==> config.mk <==
export PLATFORM = sky130hd
export DESIGN_NAME = cache_mem_ctrl
export DESIGN_NICKNAME = d
export VERILOG_FILES = /design/src/rtl/cache_mem_ctrl.sv
export SDC_FILE = /design/constraint.sdc
export NUM_CORES = 1
export LEC_CHECK = 0
export CAP_MARGIN = 30
export CORE_ASPECT_RATIO = 1.75
export CORE_MARGIN = 1
export CORE_UTILIZATION = 42
export DETAILED_ROUTE_END_ITERATION = 7
export SETUP_SLACK_MARGIN = 0.02
export SLEW_MARGIN = 20
export SYNTH_ARGS = -nofsm -noshare
export SYNTH_HDL_FRONTEND = slang
export SYNTH_SLANG_ARGS = --single-unit
export TNS_END_PERCENT = 1
==> constraint.sdc <==
create_clock -name CLK -period 4.11 [get_ports CLK]
set_clock_uncertainty 0.05 [all_clocks]
set_input_delay 0.411 -clock CLK [delete_from_list [all_inputs] [get_ports CLK]]
set_output_delay 0.411 -clock CLK [all_outputs]
set_load 0.01 [all_outputs]
==> src/rtl/cache_mem_ctrl.sv <==
// cache_mem_ctrl: memory-side controller for the data cache.
// Dirty-line evictions go into a small circular write buffer. Cache refills
// are served from backing memory, or forwarded straight from the buffer when
// a buffered eviction matches. Buffered writes drain when memory is idle.
//
// Optional feature macro: WB_COALESCE_EN
//   defined   : a push to the word address of a valid, non-frozen entry
//               overwrites that entry's data instead of allocating.
//   undefined : every push allocates; forwarding returns the youngest match.
//
// Ports:
//   CLK, RST                  clock, asynchronous active-low reset
//   wb_valid/wb_addr/wb_data  eviction write offer; wb_ready = can accept
//   refill_req/refill_addr    refill request, held until refill_ready
//   refill_valid/refill_data  one-cycle refill response
//   mem_req/mem_we/mem_addr/mem_wdata   registered memory request
//   mem_ack/mem_rdata         memory completion and read data
module cache_mem_ctrl #(
    parameter int unsigned DATA_WIDTH = 32,
    parameter int unsigned DEPTH      = 4
) (
    input  logic                  CLK,
    input  logic                  RST,
    input  logic                  wb_valid,
    input  logic [DATA_WIDTH-1:0] wb_addr,
    input  logic [DATA_WIDTH-1:0] wb_data,
    output logic                  wb_ready,
    input  logic                  refill_req,
    input  logic [DATA_WIDTH-1:0] refill_addr,
    output logic                  refill_ready,
    output logic                  refill_valid,
    output logic [DATA_WIDTH-1:0] refill_data,
    output logic                  mem_req,
    output logic                  mem_we,
    output logic [DATA_WIDTH-1:0] mem_addr,
    output logic [DATA_WIDTH-1:0] mem_wdata,
    input  logic                  mem_ack,
    input  logic [DATA_WIDTH-1:0] mem_rdata
);

    localparam int unsigned PTR_W = $clog2(DEPTH);
    localparam int unsigned CNT_W = $clog2(DEPTH + 1);
    localparam int unsigned AW    = DATA_WIDTH - 2;

    typedef enum logic [1:0] {IDLE, READ, WRITE, RESP} state_t;

    state_t                state;
    logic [AW-1:0]         buf_addr [DEPTH];
    logic [DATA_WIDTH-1:0] buf_data [DEPTH];
    logic [PTR_W-1:0]      head;
    logic [PTR_W-1:0]      tail;
    logic [CNT_W-1:0]      count;

    logic                  full;
    logic [AW-1:0]         wb_word;
    logic [AW-1:0]         rf_word;
    logic                  push;
    logic                  alloc;
    logic                  pop;
    logic                  fwd_hit;
    logic [DATA_WIDTH-1:0] fwd_data;
    logic [DATA_WIDTH-1:0] head_data;
    logic [PTR_W-1:0]      idx;
    logic                  unused_bits;

    assign unused_bits = ^{wb_addr[1:0], refill_addr[1:0]};

    assign full    = (count == CNT_W'(DEPTH));
    assign wb_word = wb_addr[DATA_WIDTH-1:2];
    assign rf_word = refill_addr[DATA_WIDTH-1:2];

`ifdef WB_COALESCE_EN
    logic             coal_hit;
    logic [PTR_W-1:0] coal_idx;
`endif

    // Scan valid entries oldest to youngest so later matches win.
    always_comb begin
        fwd_hit  = 1'b0;
        fwd_data = '0;
        idx      = head;
`ifdef WB_COALESCE_EN
        coal_hit = 1'b0;
        coal_idx = '0;
`endif
        for (int unsigned i = 0; i < DEPTH; i++) begin
            idx = head + PTR_W'(i);
            if (CNT_W'(i) < count) begin
                if (buf_addr[idx] == rf_word) begin
                    fwd_hit  = 1'b1;
                    fwd_data = buf_data[idx];
                end
`ifdef WB_COALESCE_EN
                if (buf_addr[idx] == wb_word && !(state == WRITE && idx == head)) begin
                    coal_hit = 1'b1;
                    coal_idx = idx;
                end
`endif
            end
        end
    end

`ifdef WB_COALESCE_EN
    assign wb_ready = !full || coal_hit;
    assign push     = wb_valid && wb_ready;
    assign alloc    = push && !coal_hit;
    // A coalescing push into the head in the same cycle the drain starts must
    // reach mem_wdata, otherwise the new data would be popped unseen.
    assign head_data = (push && coal_hit && coal_idx == head) ? wb_data : buf_data[head];
`else
    assign wb_ready  = !full;
    assign push      = wb_valid && wb_ready;
    assign alloc     = push;
    assign head_data = buf_data[head];
`endif

    assign refill_ready = (state == IDLE) && !full;
    assign pop          = (state == WRITE) && mem_ack;

    always_ff @(posedge CLK or negedge RST) begin
        if (!RST) begin
            state        <= IDLE;
            head         <= '0;
            tail         <= '0;
            count        <= '0;
            for (int unsigned i = 0; i < DEPTH; i++) begin
                buf_addr[i] <= '0;
                buf_data[i] <= '0;
            end
            mem_req      <= 1'b0;
            mem_we       <= 1'b0;
            mem_addr     <= '0;
            mem_wdata    <= '0;
            refill_valid <= 1'b0;
            refill_data  <= '0;
        end else begin
            if (alloc) begin
                buf_addr[tail] <= wb_word;
                buf_data[tail] <= wb_data;
                tail           <= tail + PTR_W'(1);
            end
`ifdef WB_COALESCE_EN
            if (push && coal_hit) begin
                buf_data[coal_idx] <= wb_data;
            end
`endif
            if (pop) begin
                head <= head + PTR_W'(1);
            end
            count <= count + CNT_W'(alloc) - CNT_W'(pop);

            case (state)
                IDLE: begin
                    if (full || (!refill_req && count != '0)) begin
                        state     <= WRITE;
                        mem_req   <= 1'b1;
                        mem_we    <= 1'b1;
                        mem_addr  <= {buf_addr[head], 2'b00};
                        mem_wdata <= head_data;
                    end else if (refill_req) begin
                        // The same-cycle push is the youngest candidate.
                        if (push && wb_word == rf_word) begin
                            refill_data  <= wb_data;
                            refill_valid <= 1'b1;
                            state        <= RESP;
                        end else if (fwd_hit) begin
                            refill_data  <= fwd_data;
                            refill_valid <= 1'b1;
                            state        <= RESP;
                        end else begin
                            state    <= READ;
                            mem_req  <= 1'b1;
                            mem_we   <= 1'b0;
                            mem_addr <= {rf_word, 2'b00};
                        end
                    end
                end
                READ: begin
                    if (mem_ack) begin
                        mem_req      <= 1'b0;
                        refill_data  <= mem_rdata;
                        refill_valid <= 1'b1;
                        state        <= RESP;
                    end
                end
                WRITE: begin
                    if (mem_ack) begin
                        mem_req <= 1'b0;
                        state   <= IDLE;
                    end
                end
                RESP: begin
                    refill_valid <= 1'b0;
                    state        <= IDLE;
                end
                default: state <= IDLE;
            endcase
        end
    end

endmodule

# --- After elaboration in Yosys (flattened, before gate mapping) ---
# Cells that the tools add are included.
word_totals:
  latchBits: 0
  input_bits: 133
  reg_bits: 356
  memories: 0
  out_inout_bits: 101
  wordCells: 160
  mem_bits_rw: 0
  mem_bits_ro: 0
classes:
  add_sub_neg: 6
  bitwise_logic: 5
  order_cmp: 10
  n_reduce_logical: 22
  n_shift: 0
  n_div: 0
  n_eq_ne: 20
  multipliers: 0
  mux: 79
ops:
  columns: ["op", "n"]
  rows:
  - ["32-bit two-way mux", 26]
  - ["30-bit two-way mux", 9]
  - ["32-bit binary-select mux with 2-bit select", 4]
  - ["30-bit binary-select mux with 2-bit select", 4]
  - ["30-bit equality test", 5]
  - ["128-bit bitwise mux", 1]
  - ["120-bit bitwise mux", 1]
  - ["32-bit demux with 2-bit select", 1]
  - ["32-bit case mux with 2 select lines", 1]
  - ["30-bit demux with 2-bit select", 1]
  - ["1-bit two-way mux", 22]
  - ["3-bit >= comparator (second input constant)", 5]
  - ["2-bit NOT with 3-bit output", 5]
  - ["5-bit AND reduction", 3]
  - ["2-bit two-way mux", 6]
  - ["2-bit inequality test (second input constant)", 5]
  - ["3-bit by 2-bit inequality test with 1-bit output (second input constant)", 3]
  - ["2-bit case mux with 4 select lines", 1]
  - ["1-bit logical AND", 6]
  - ["1-bit by 3-bit < comparator with 1-bit output (first input constant)", 2]
  - ["2-bit by 3-bit < comparator with 1-bit output (first input constant)", 2]
  - ["2-bit nonzero test", 3]
  - ["3-bit nonzero test", 2]
  - ["2-bit by 1-bit adder with 2-bit output (second input constant)", 2]
  - ["18 further kinds", 22]

# --- Longest topological paths before layout ---
depth:
  word_depth: 18
  depth_mapped: 16

# --- Least setup slack after synthesis ---
# No wires, ideal clock.
synth_timing:
  path_type: "register to register"
  startpoint: "register head[0]"
  endpoint: "register refill_data[1]"
  setup_slack_ps: 786
  t_required_ps: 3935
  n_path_buf: 3
  path_stages_with_launch: 12
  arrival_time_ps: 3150
  cell_sequence: "dfrtp_1 buf_4 buf_2 mux4_2 xnor2_1 nand4_1 a2111o_1 nor4_4 nor3_4 o21ai_4 buf_4 mux2_2"
synth_between:
  elab_chain_len: 18
  elab_cells_between_ends: 58
synth_rtl:
  columns: ["element", "line_no", "text"]
  rows:
  - ["start: declaration", "50", "logic [PTR_W-1:0] head;"]
  - ["start signal: assignment", "148", "head <= head + PTR_W'(1);"]
  - ["parallel branches: the longest is 18 deep, another holds 2-bit by 1-bit adder with 2-bit output", null, null]
  - ["end signal: assignment", "163", "refill_data <= wb_data;"]
  - ["end signal: assignment", "167", "refill_data <= fwd_data;"]
  - ["end signal: assignment", "181", "refill_data <= mem_rdata;"]
  - ["end: declaration", "32", "output logic [DATA_WIDTH-1:0] refill_data,"]
# Several ways; the timed one is not identified. The select of a mux whose other input is x is not followed.
# A chain may end at the register's enable or synchronous reset.

# --- Final worst setup path ---
layout_timing:
  startpoint: "register head[1]"
  endpoint: "register refill_data[23]"
# Same word-level chain as after synthesis.

==> impl_metrics.py <==
metrics = {
    "run_status": {
        "status": "complete, no violations",
    },
    "sta": {
        "worst_pin_slew_ns": 0.9233,
        "relSlewSlack_pct": 38.45,
        "rsz0062_at_grt": "true",
        "finalCritPeriodShare_pct": 96.75,
        "period_needed_ns": 3.976,
        "hold_viol": 0,
        "fin_setup_tns_ns": 0,
        "fmax_ghz": 0.2515,
        "drv_slew": 0,
        "setup_viol": 0,
    },
    "layout": {
        "syn_to_final_growth_pct": 22.24,
        "fillers": 4962,
        "layout-drive-gt1-share_pct": 28.11,
        "stdcell_count": 3161,
        "layout_commonest_cell": "dfrtp_1",
        "register_area_sq_um": 8866,
        "stdcell_area_sq_um": 28680,
        "multi_input_area_sq_um": 13490,
        "layout.nets": 2582,
        "layout_common_cells": "dfrtp_1, mux2_2, nand2_1",
        "antennaDiodeCount": 0,
    },
    "placed_design": {
        "dp.cells": 3088,
        "gp_congestion": 0.9808,
        "placed_cell_area_sq_um": 27250,
        "place_hpwl_um": 58770,
        "io_buffers": 227,
    },
    "drt": {
        "vias": 19030,
        "wl_um": 82210,
        "drtIter0Drc": 1095,
        "drtPass1Iterations": 6,
        "drc": 0,
        "wl_per_cell_um": 26.01,
        "ant_nets": 0,
        "viasPerCell": 6.020,
    },
    "floorplan": {
        "coreArea_sq_um": 55200,
        "dieArea_sq_um": 56840,
        "dieHeight_um": 314.7,
        "pin_count": 234,
        "initial_utilization_pct": 42.50,
        "rows": 114,
        "dieWidth_um": 180.7,
    },
    "power": {
        "swShare_pct": 41.86,
        "ir_drop_uv": 462.1,
        "p_leak_nw": 12.00,
        "pwr-share-comb_pct": 58.6,
        "switching_power_mw": 10.77,
        "pwr-share-clk_pct": 14.9,
        "seq_power_share_pct": 26.6,
        "p_int_mw": 14.97,
        "power.density_nw_per_um2": 897.5,
    },
    "clock_tree": {
        "clk-insertion-delay-late_ns": 0.56,
        "clk_pin_slew_worst_paths_ns": 0.06,
        "clock_path_buffers": 3,
        "cts_max_level": 2,
        "cts_tree": "yes",
        "cts_root_buf": "clkbuf_16",
        "cts_num_sinks": 354,
        "cts_buffers": 39,
    },
    "critical_path": {
        "r2r-end": "refill_data[23]",
        "rrSetupSlack_ns": 0.13,
        "cp-end-kind": "flop",
        "reg2reg_from": "head[1]",
        "cp.required_ns": 4.51,
        "worstPathArrival_ns": 4.37,
        "worst_r2r_path_depth": 14,
        "worstSetupPathType": "flop to flop",
        "path_max_fanout": 25,
        "start_kind": "flop",
    },
    "yosys": {
        "synthDistinctLibCells": 72,
        "synth_top_area_share_pct": 37.76,
        "synth_largest_area_cell": "dfrtp_1",
        "synth_edf_count": 0,
        "synth-async-reset-ratio_pct": 100.0,
        "synth_cells": 2207,
        "yosys-top-cells-area": "dfrtp_1, mux2_2, mux2i_1",
        "syn_area_sq_um": 23460,
        "ys.flop_type": "dfrtp_1",
        "yosysWarnings": 0,
        "synth.avg_cell_area_sq_um": 10.63,
        "ys_seq_area_share_pct": 37.76,
        "ys_seq_elements": 354,
    },
    "flow_run": {
        "drv_cap": 0,
    },
    "global_routing": {
        "grt_use_total_pct": 28.95,
        "grt_pass1_vias": 20032,
        "antenna_found_initial": 4,
        "grt_max_degree": 120,
        "overflow": 0,
        "grt_pass1_wl_um": 124000,
    },
    "hold_path": {
        "hp-class": "input port to asynchronous set/reset pin",
    },
}
[power by group through the flow]
| stage | clock network, mW | registers [mW] | logic (mW) |
|---|---|---|---|
| 5_1_grt | 4.03 | 7.09 | 16.0 |
| 4_1_cts | 3.90 | 6.81 | 15.0 |
| 2_1_floorplan | 0 | 6.55 | 9.78 |
| 3_3_place_gp | 0 | 6.71 | 14.7 |
| 3_5_place_dp | 0 | 6.85 | 14.9 |
| 6_report | 3.82 | 6.84 | 15.1 |
[per-layer routing]
metal  vias up  GRT usage [%]  routed length, um
li1       8514              -                  -
met1      9600          31.10              29720
met2       673          53.09              43130
met3       235          3.835               3628
met4         8          18.76               5677
met5         -              0                 52
[what timing repair did]
item / 4_1_cts / 5_1_grt
buffers inserted: 0 / 0
resized for setup: 0 / 6
endpoints found under the setup margin: 0 / 38
hold buffers: 1 / 0
hold endpoints to repair: 91 / 0
[worst max-delay path: stages (launching register included)]
cell and delay [ns]:
dfrtp_4 0.45, buf_12 0.17, buf_12 0.21, mux2i_1 0.33, o22ai_1 0.17, or4_1 0.62
a222oi_1 0.39, buf_4 0.19, a41o_1 0.25, buf_12 0.14, nor3_2 0.06, buf_4 0.23
o21ai_0 0.10, nand3_1 0.19, mux2_2 0.31
[worst max-delay path by stage]
stage	start	endpoint	slack, ns
6_report	head[1]	refill_data[23]	0.13
5_1_grt	head[1]	refill_data[1]	0.02
4_1_cts	head[1]	refill_data[15]	0.08
3_5_place_dp	head[1]	refill_data[5]	0.11
3_3_place_gp	refill_addr[25]	refill_data[23]	0.12
2_1_floorplan	head[0]	refill_data[1]	0.79
[sequential cells by signal, indices dropped and copies added, names as in the netlist]
name	count
count	3
state	2
mem_req	1
mem_we	1
mem_wdata	32
buf_addr	120
tail	2
refill_valid	1
refill_data	32
buf_data	128
head	2
mem_addr	30
[final cells by class]
cell class              instances  share of cell area, %
clock buffers                  50                  3.791
clock inverters                21                 0.9860
inverters                      75                 0.9860
multi-input cells            1587                  47.03
flip-flops and latches        354                  30.92
well taps                     696                  3.037
repair buffers                378                  13.25
[synthesized netlist by cell type (6+ instances only)]
library cell / n
dfrtp_1: 354
mux2_2: 348
nand2_1: 253
mux2i_1: 153
clkbuf_1: 129
xnor2_1: 128
o21ai_0: 82
inv_1: 73
mux4_2: 68
and2_1: 64
a221oi_1: 58
nor2_1: 48
o22ai_1: 44
nand3_1: 38
a211oi_1: 35
o211ai_1: 35
or2_2: 31
a2111oi_0: 30
a21oi_1: 26
buf_2: 24
nand4_1: 22
buf_4: 16
ha_1: 13
xor2_1: 11
a222oi_1: 10
buf_1: 10
buf_6: 10
nor4_1: 9
mux2_1: 8
nor3_1: 8
a22oi_1: 6
[per-stage QoR]
stage               worst slack (ns)  util, %  hold slack (ns)  total power [mW]
global route                 0.02050    51.95           0.4435             27.17
global placement              0.1227    49.29           0.4189             21.39
CTS                          0.08284    51.86           0.4221             25.73
floorplan                     0.7856        -          0.06541             16.33
detailed placement            0.1055    49.36           0.4204             21.80
finish                        0.1335    51.95           0.4025             25.74
[cells by family after synthesis]
family	Yosys count	synth area share, %
mux	578	30.20
simple gates	494	9.979
compound gates	360	10.91
flops	354	37.76
buf+inv	267	5.163
xor+xnor	139	5.189
fa+ha+maj	14	0.7787
other cells	1	0.01598
No activity file was read; power rests on OpenSTA's default activity.
